## config.mk

```make
export PLATFORM = sky130hd
export DESIGN_NAME = param_loader
export DESIGN_NICKNAME = d
export VERILOG_FILES = /design/src/rtl/param_loader_pkg.sv /design/src/rtl/param_loader.sv
export SDC_FILE = /design/constraint.sdc
export NUM_CORES = 1
export LEC_CHECK = 0
export CORE_MARGIN = 2
export CORE_UTILIZATION = 36
export CTS_BUF_LIST = sky130_fd_sc_hd__clkbuf_8
export CTS_CLUSTER_SIZE = 28
export DETAILED_ROUTE_END_ITERATION = 6
export MAX_ROUTING_LAYER = met4
export PLACE_DENSITY_LB_ADDON = 0.2
export SKIP_CTS_REPAIR_TIMING = 1
export SYNTH_ARGS = -nofsm -noshare
export SYNTH_HDL_FRONTEND = slang
export SYNTH_SLANG_ARGS = --single-unit
```

## constraint.sdc

```tcl
create_clock -name clk -period 4.8 [get_ports clk]
set_clock_uncertainty 0.15 [all_clocks]
set_input_delay 0.96 -clock clk [delete_from_list [all_inputs] [get_ports clk]]
set_output_delay 0.96 -clock clk [all_outputs]
set_load 0.01 [all_outputs]
```

## src/rtl/param_loader_pkg.sv

```systemverilog
// Shared definitions for the parameter frame loader and the pulse generator:
// FSM states, reply codes, field offsets and the power-on pulse programme.
package param_loader_pkg;

   typedef enum logic [2:0] {
      HUNT    = 3'd0,
      PAYLOAD = 3'd1,
      CSUM    = 3'd2,
      CHECK   = 3'd3,
      ACK     = 3'd4
   } state_t;

   localparam logic [7:0] ACK_OK        = 8'h06;
   localparam logic [7:0] ACK_BAD       = 8'h15;
   localparam int         PAYLOAD_BYTES = 18;

   localparam logic [31:0] PER_RST      = 32'd65536;
   localparam logic [15:0] P1WID_RST    = 16'd30;
   localparam logic [15:0] DEL_RST      = 16'd200;
   localparam logic [15:0] P2WID_RST    = 16'd30;
   localparam logic [7:0]  NUT_W_RST    = 8'd50;
   localparam logic [15:0] NUT_D_RST    = 16'd300;
   localparam logic [7:0]  CP_RST       = 8'd3;
   localparam logic [7:0]  P_BL_RST     = 8'd50;
   localparam logic [15:0] P_BL_OFF_RST = 16'd100;
   localparam logic        BL_RST       = 1'b1;

   // Big-endian byte offsets of each field inside the payload
   localparam int OFS_PER      = 0;
   localparam int OFS_P1WID    = 4;
   localparam int OFS_DEL      = 6;
   localparam int OFS_P2WID    = 8;
   localparam int OFS_NUT_W    = 10;
   localparam int OFS_NUT_D    = 11;
   localparam int OFS_CP       = 13;
   localparam int OFS_P_BL     = 14;
   localparam int OFS_P_BL_OFF = 15;
   localparam int OFS_BL       = 17;

endpackage

```

## src/rtl/param_loader.sv

```systemverilog
// Collects checksummed parameter frames from the UART byte stream into a shadow
// buffer and commits the whole pulse programme in one cycle with a load strobe.
//
// state   | meaning
// HUNT    | discard bytes until the frame header
// PAYLOAD | store 18 payload bytes into the shadow buffer
// CSUM    | wait for the checksum byte
// CHECK   | commit or reject the frame (single cycle)
// ACK     | hold the reply byte until the transmitter takes it
module param_loader
   import param_loader_pkg::*;
#(
   parameter int unsigned TIMEOUT_CYCLES = 500000,
   parameter logic [7:0]  HEADER         = 8'hA5
) (
   input  logic        clk,
   input  logic        reset,
   input  logic [7:0]  rx_data,
   input  logic        rx_valid,
   output logic [7:0]  ack_data,
   output logic        ack_valid,
   input  logic        ack_ready,
   output logic [31:0] per,
   output logic [15:0] p1wid,
   output logic [15:0] del,
   output logic [15:0] p2wid,
   output logic [7:0]  nut_w,
   output logic [15:0] nut_d,
   output logic [7:0]  cp,
   output logic [7:0]  p_bl,
   output logic [15:0] p_bl_off,
   output logic        bl,
   output logic        rxd,
   output logic        frame_err
);

   localparam int             GAP_W   = $clog2(TIMEOUT_CYCLES + 1);
   localparam logic [GAP_W-1:0] GAP_MAX = GAP_W'(TIMEOUT_CYCLES);

   state_t             state, state_nxt;
   logic [4:0]         idx;
   logic [7:0]         sum;
   logic [GAP_W-1:0]   gap_cnt;
   logic [7:0]         shadow [PAYLOAD_BYTES];
   logic               store_byte, add_byte, commit, reject, timeout, ack_done;

   always_ff @(posedge clk or negedge reset) begin
      if (!reset) state <= HUNT;
      else        state <= state_nxt;
   end

   always_comb begin
      state_nxt  = state;
      store_byte = 1'b0;
      add_byte   = 1'b0;
      commit     = 1'b0;
      reject     = 1'b0;
      timeout    = 1'b0;
      ack_done   = 1'b0;
      case (state)
         HUNT: begin
            if (rx_valid && rx_data == HEADER) state_nxt = PAYLOAD;
         end
         PAYLOAD: begin
            if (rx_valid) begin
               store_byte = 1'b1;
               add_byte   = 1'b1;
               if (idx == 5'(PAYLOAD_BYTES - 1)) state_nxt = CSUM;
            end else if (gap_cnt == GAP_MAX) begin
               timeout   = 1'b1;
               state_nxt = HUNT;
            end
         end
         CSUM: begin
            if (rx_valid) begin
               add_byte  = 1'b1;
               state_nxt = CHECK;
            end else if (gap_cnt == GAP_MAX) begin
               timeout   = 1'b1;
               state_nxt = HUNT;
            end
         end
         CHECK: begin
            if (sum == 8'h00) commit = 1'b1;
            else              reject = 1'b1;
            state_nxt = ACK;
         end
         ACK: begin
            if (ack_valid && ack_ready) begin
               ack_done  = 1'b1;
               state_nxt = HUNT;
            end
         end
         default: state_nxt = HUNT;
      endcase
   end

   // Shadow buffer, running checksum and inter-byte gap counter
   always_ff @(posedge clk or negedge reset) begin
      if (!reset) begin
         idx     <= '0;
         sum     <= '0;
         gap_cnt <= '0;
         for (int i = 0; i < PAYLOAD_BYTES; i++) shadow[i] <= '0;
      end else begin
         if (state == HUNT) begin
            idx <= '0;
            sum <= '0;
         end
         if (store_byte) begin
            shadow[idx] <= rx_data;
            idx         <= idx + 5'd1;
         end
         if (add_byte) sum <= sum + rx_data;
         if (state == PAYLOAD || state == CSUM) begin
            if (rx_valid)                gap_cnt <= '0;
            else if (gap_cnt != GAP_MAX) gap_cnt <= gap_cnt + 1'b1;
         end else begin
            gap_cnt <= '0;
         end
      end
   end

   always_ff @(posedge clk or negedge reset) begin
      if (!reset) begin
         per       <= PER_RST;
         p1wid     <= P1WID_RST;
         del       <= DEL_RST;
         p2wid     <= P2WID_RST;
         nut_w     <= NUT_W_RST;
         nut_d     <= NUT_D_RST;
         cp        <= CP_RST;
         p_bl      <= P_BL_RST;
         p_bl_off  <= P_BL_OFF_RST;
         bl        <= BL_RST;
         rxd       <= 1'b0;
         frame_err <= 1'b0;
         ack_data  <= 8'h00;
         ack_valid <= 1'b0;
      end else begin
         rxd       <= commit;
         frame_err <= reject | timeout;
         if (commit) begin
            per      <= {shadow[OFS_PER], shadow[OFS_PER+1], shadow[OFS_PER+2], shadow[OFS_PER+3]};
            p1wid    <= {shadow[OFS_P1WID], shadow[OFS_P1WID+1]};
            del      <= {shadow[OFS_DEL], shadow[OFS_DEL+1]};
            p2wid    <= {shadow[OFS_P2WID], shadow[OFS_P2WID+1]};
            nut_w    <= shadow[OFS_NUT_W];
            nut_d    <= {shadow[OFS_NUT_D], shadow[OFS_NUT_D+1]};
            cp       <= shadow[OFS_CP];
            p_bl     <= shadow[OFS_P_BL];
            p_bl_off <= {shadow[OFS_P_BL_OFF], shadow[OFS_P_BL_OFF+1]};
            bl       <= shadow[OFS_BL][0];
         end
         if (commit || reject) begin
            ack_valid <= 1'b1;
            ack_data  <= commit ? ACK_OK : ACK_BAD;
         end else if (ack_done) begin
            ack_valid <= 1'b0;
         end
      end
   end

endmodule

```

Word-level counts from Yosys, hierarchy flattened
Cells that the tools add are included.
- register bits after elaboration: 327
- output and inout bits: 148
- mux-type cells: 32
- reductions and logical operators: 12
- equality and inequality tests: 12
- bitwise logic cells: 2
- order comparisons: 2
- $add $sub $neg: 3
- operators by type and width (operator ; count):
    144-bit bitwise mux ; 1
    19-bit two-way mux ; 3
    8-bit demux with 5-bit select ; 1
    8-bit two-way mux ; 3
    19-bit by 1-bit adder with 19-bit output, second input constant ; 1
    19-bit == test, second input constant ; 1
    19-bit inequality test, second input constant ; 1
    3-bit two-way mux ; 6
    5-bit two-way mux ; 3
    3-bit one-hot mux with 5 select lines ; 1
    1-bit two-way mux ; 14
    8-bit adder ; 1
    8-bit == test, second input constant ; 1
    8-bit zero test ; 1
    3-bit by 2-bit == test with 1-bit output, second input constant ; 2
    6-bit >= comparator, second input constant ; 1
    6-bit by 1-bit < comparator with 1-bit output, second input constant ; 1
    5-bit NOT with 6-bit output ; 1
    2-bit nonzero test ; 3
    5-bit by 1-bit adder with 5-bit output, second input constant ; 1
    5-bit == test, second input constant ; 1
    2-bit inequality test, second input constant ; 2
    3-bit by 1-bit == test with 1-bit output, second input constant ; 1
    3-bit == test, second input constant ; 1
    8 further kinds ; 11

Longest topological paths before layout
- word-level depth: 6
- mapped depth: 8

Worst setup path after synthesis
No wires, ideal clock.
- path kind: input port to flip-flop
- start point: input rx_valid
- end point: register shadow[91] (netlist name)
- buffers on the path: 1
- slack: 1844 ps
- arrival: 2678 ps
- stages on the path: 5
- setup time: 128 ps
- required time: 4522 ps
- cells stage by stage: clkbuf_1 > or4b_4 > nor4b_4 > nand2_4 > mux2_1
- cells in the longest elaborated chain, start to end: 2
- RTL lines (what ; RTL line ; RTL):
    start, declared ; param_loader.sv:19 ; input logic rx_valid,
    1-bit two-way mux ; param_loader.sv:65 ; if (rx_valid) begin
    1-bit two-way mux ; param_loader.sv:60 ; case (state)
    end signal, assigned by index ; param_loader.sv:111 ; shadow[idx] <= rx_data;
    end, declared ; param_loader.sv:44 ; logic [7:0] shadow [PAYLOAD_BYTES];
No other way between the ends.
A chain may end at the register's enable or synchronous reset.

Worst setup path in the final report
- start point: input rx_valid
- end point: register shadow[99] (netlist name)
Same word-level chain as after synthesis.

==> impl_summary.md <==
Synthesis
The average cell area after synthesis is 14.7 µm². In this run, synthesis inferred 0 flip-flops with an integrated enable. Among all flip-flop cells after synthesis, the most frequent one is dfrtp_1.

In the synthesized netlist the async set-or-reset flop fraction comes to 1.00. Yosys mapped the design onto 49 distinct sky130hd cell types. The area fraction of the dominant cell type after synthesis is 0.571. The most instantiated library cell after synthesis is dfrtp_1. Counting instances in the post-synthesis netlist gives the leading cell types as 287 x dfrtp_1, 272 x mux2_2, 33 x nand2_1. For this run, the register share of the synthesized area comes to 0.630. The largest area contributor in the synthesized netlist is dfrtp_1. Synthesis produced a netlist whose cell count is 853. Yosys printed 0 warnings. By area the synthesized netlist is led by dfrtp_1 57%, mux2_2 24%, dfstp_2 5.8%. The number of storage elements in the synthesis netlist is 315. After synthesis the cells add up to 0.0126 mm².

Run
The max-cap violation count is 0.

Floorplanning
The initial utilization of the core area, before any placement, comes to 0.365. The number of standard-cell rows in the floorplan is 68. Pin placement for this block handled 160 I/O pins.

The core region area is roughly 0.034 mm². In this run the horizontal extent of the chip is 191 µm. The floorplan step defined a die boundary enclosing 0.0364 mm². The overall die height is approximately 190 µm.

STA
After routing, the total negative slack on setup checks comes to 0 ps. Setup repair after global routing left no endpoint under its margin. The highest clock frequency the design can meet is 335 MHz. The shortest clock period the worst path allows after layout is between 2000 and 3000 ps. The worst pin sits at a relative slew slack of 0.227. The final number of max-transition violations is 0. Setup violations remaining at the end of the flow were counted as 0.

At the pin with the least slew margin, the transition time is 1160 ps. The final hold violation count is 0. The period utilization is 0.622.

Detailed routing
The average detailed-routed wire length per instance is 18.5 µm. The detailed-route via count is approximately 7.4k. The number of violations reported at the end of detailed-routing iteration 0 is 357.

The final routed DRC violation total is 0. The pre-antenna-repair detailed-routing pass consisted of 4 iterations. Using the TritonRoute via totals, the vias-per-cell ratio works out to 4.79. The final routed wirelength across all metal layers is 28500 µm.

The residual antenna-violating net count after detailed routing is 0.

Final layout
The proportion of layout cells with a drive suffix above 1 is 0.377. After routing the design area is 0.0159 mm². Relative to the synthesized area, the layout overhead comes to 26.1%. The number of nets in the layout is ~1.1k. The number of antenna diodes in the final layout is 0.

The number of filler instances in the final layout is approximately 3.2k.

Critical path
The largest fanout on the critical path is 9. The slack of the worst reg-to-reg path is between 2000 and 2500 ps. STA puts the critical path data arrival time at ~3300 ps. STA puts the critical path data required time at just over 5000 ps. The critical setup path kind is in2reg. The worst setup path is launched from an input port.

The type of element capturing the critical path is a flop.

Placed design
Summed over all nets, the half-perimeter wirelength after detailed placement is roughly 18000 µm. Input and output buffers added on the ports amount to approximately 160. The weighted congestion reported at the end of routability-driven placement is 0.771. In this run the cell area measured after placement is 0.0147 mm².

Clock network
Clock latency on the worst-skew pair, taken at its later pin, is around 580 ps. The number of CTS-inserted buffers is 54. The tree built by TritonCTS fans out to 315 sinks. The H-tree depth reported by CTS is 2.

The worst-case clock buffer depth is 3. After clock tree synthesis, the clock-pin slew on the worst setup and hold paths is 60 ps. The TritonCTS clock tree is built. The cell at the root of the clock tree is clkbuf_8.

Global routing
The pin count of the biggest net entering global routing is roughly 110. After global routing the overflow that remains totals 0. The number of global-route vias before repair came to between 7k and 8k.

For this run, the total global-route usage over all layers was measured as 0.166. The first global-routing pass estimated roughly 46000 µm of wire. The initial antenna violation count is 0.

Status
The run finished with clean final reports.

Hold path
The kind of path behind the tightest hold check is in2async.

Power and ir drop
The areal power density over the cells is 425 mW/mm². In this run the static leakage power is between 7 and 8 nW. The worst voltage drop across the vdd grid is around 0.00023 V.
-- registers in the layout (all words and copies together), names as in the netlist --
register / flops
sum: 8
ack_data: 3
nut_d: 16
per: 32
gap_cnt: 19
del: 16
nut_w: 8
frame_err: 1
cp: 8
p_bl_off: 16
idx: 5
state: 3
p_bl: 8
p1wid: 16
ack_valid: 1
p2wid: 16
bl: 1
rxd: 1
shadow: 137
-- worst max-delay path: stages --
cell and delay (ps):
clkdlybuf4s50_1 640, or4b_4 560, nor4b_4 610, nand2_4 180
mux2_1 340
-- routing by layer --
layer / vias to the layer above / part of all wire / track usage
met5: - / 0 / -
met4: 0 / 0.020 / 0.0435
met3: 49 / 0.065 / 0.0477
met2: 166 / 0.45 / 0.244
met1: 3785 / 0.47 / 0.226
li1: 3386 / - / -
-- final timing paths --
kind | start | cells past startpoint | end
worst max-delay path | rx_valid | 5 | shadow[99]$_DFFE_PN0P_
worst min-delay path | reset | 1 | cp[6]$_DFFE_PN0P_
worst max register to register | state[0]$_DFFE_PN0P_ | 5 | shadow[99]$_DFFE_PN0P_
worst min register to register | ack_data[2]$_DFFE_PN0P_ | 1 | ack_data[2]$_DFFE_PN0P_
max in group asynchronous | reset | 2 | per[16]$_DFFE_PN1P_
min in group clk | ack_data[2]$_DFFE_PN0P_ | 1 | ack_data[2]$_DFFE_PN0P_
-- final cells by class --
| class | instances | area [µm²] | share of cell area |
|---|---|---|---|
| Clock buffer | 74 | 1020 | 0.0642 |
| Clock inverter | 28 | 148 | 0.00931 |
| Inverter | 7 | 26.3 | 0.00166 |
| Multi-Input combinational cell | 491 | 4480 | 0.283 |
| Sequential cell | 315 | 7920 | 0.499 |
| Tap cell | 455 | 569 | 0.0359 |
| Timing Repair Buffer | 171 | 1700 | 0.107 |
-- placed cells by master, fill, tap and decap left out, drive strengths merged, types with 11 or more instances in the layout --
| cell type | Yosys | routed |
|---|---|---|
| dfrtp | 287 | 287 |
| mux2 | 274 | 274 |
| clkdlybuf4s50 | 0 | 154 |
| clkbuf | 32 | 74 |
| nand2 | 37 | 37 |
| nor2 | 31 | 31 |
| inv | 7 | 30 |
| dfstp | 28 | 28 |
| o21ai | 18 | 18 |
| nand3 | 17 | 17 |
| buf | 11 | 17 |
| xor2 | 13 | 13 |
| ha | 13 | 13 |
| a21oi | 11 | 11 |
| xnor2 | 11 | 11 |
-- logic make-up after synthesis --
family,synth area share
compound gates,0.0214
xor+xnor,0.0167
fa+ha+maj,0.0145
buf+inv,0.0164
flops,0.630
mux,0.246
other cells,0.000298
simple gates,0.0550
-- where the power goes --
part	internal, W	switching [W]
clock	0.00142	0.00107
combinational	0.000563	0.000558
sequential	0.00294	0.000190
-- metrics by stage --
step	utilization	total power, W	setup WS, ps	instances	hold slack (ps)
global route	0.460	0.00714	1710	1541	331
CTS	0.460	0.00686	1820	1541	310
global placement	0.427	0.00430	1220	1439	305
floorplan	-	0.00383	1840	856	310
finish	0.460	0.00674	1820	1541	313
detailed placement	0.427	0.00432	1210	1439	306
Note: power is estimated with default switching activity, not from simulation.
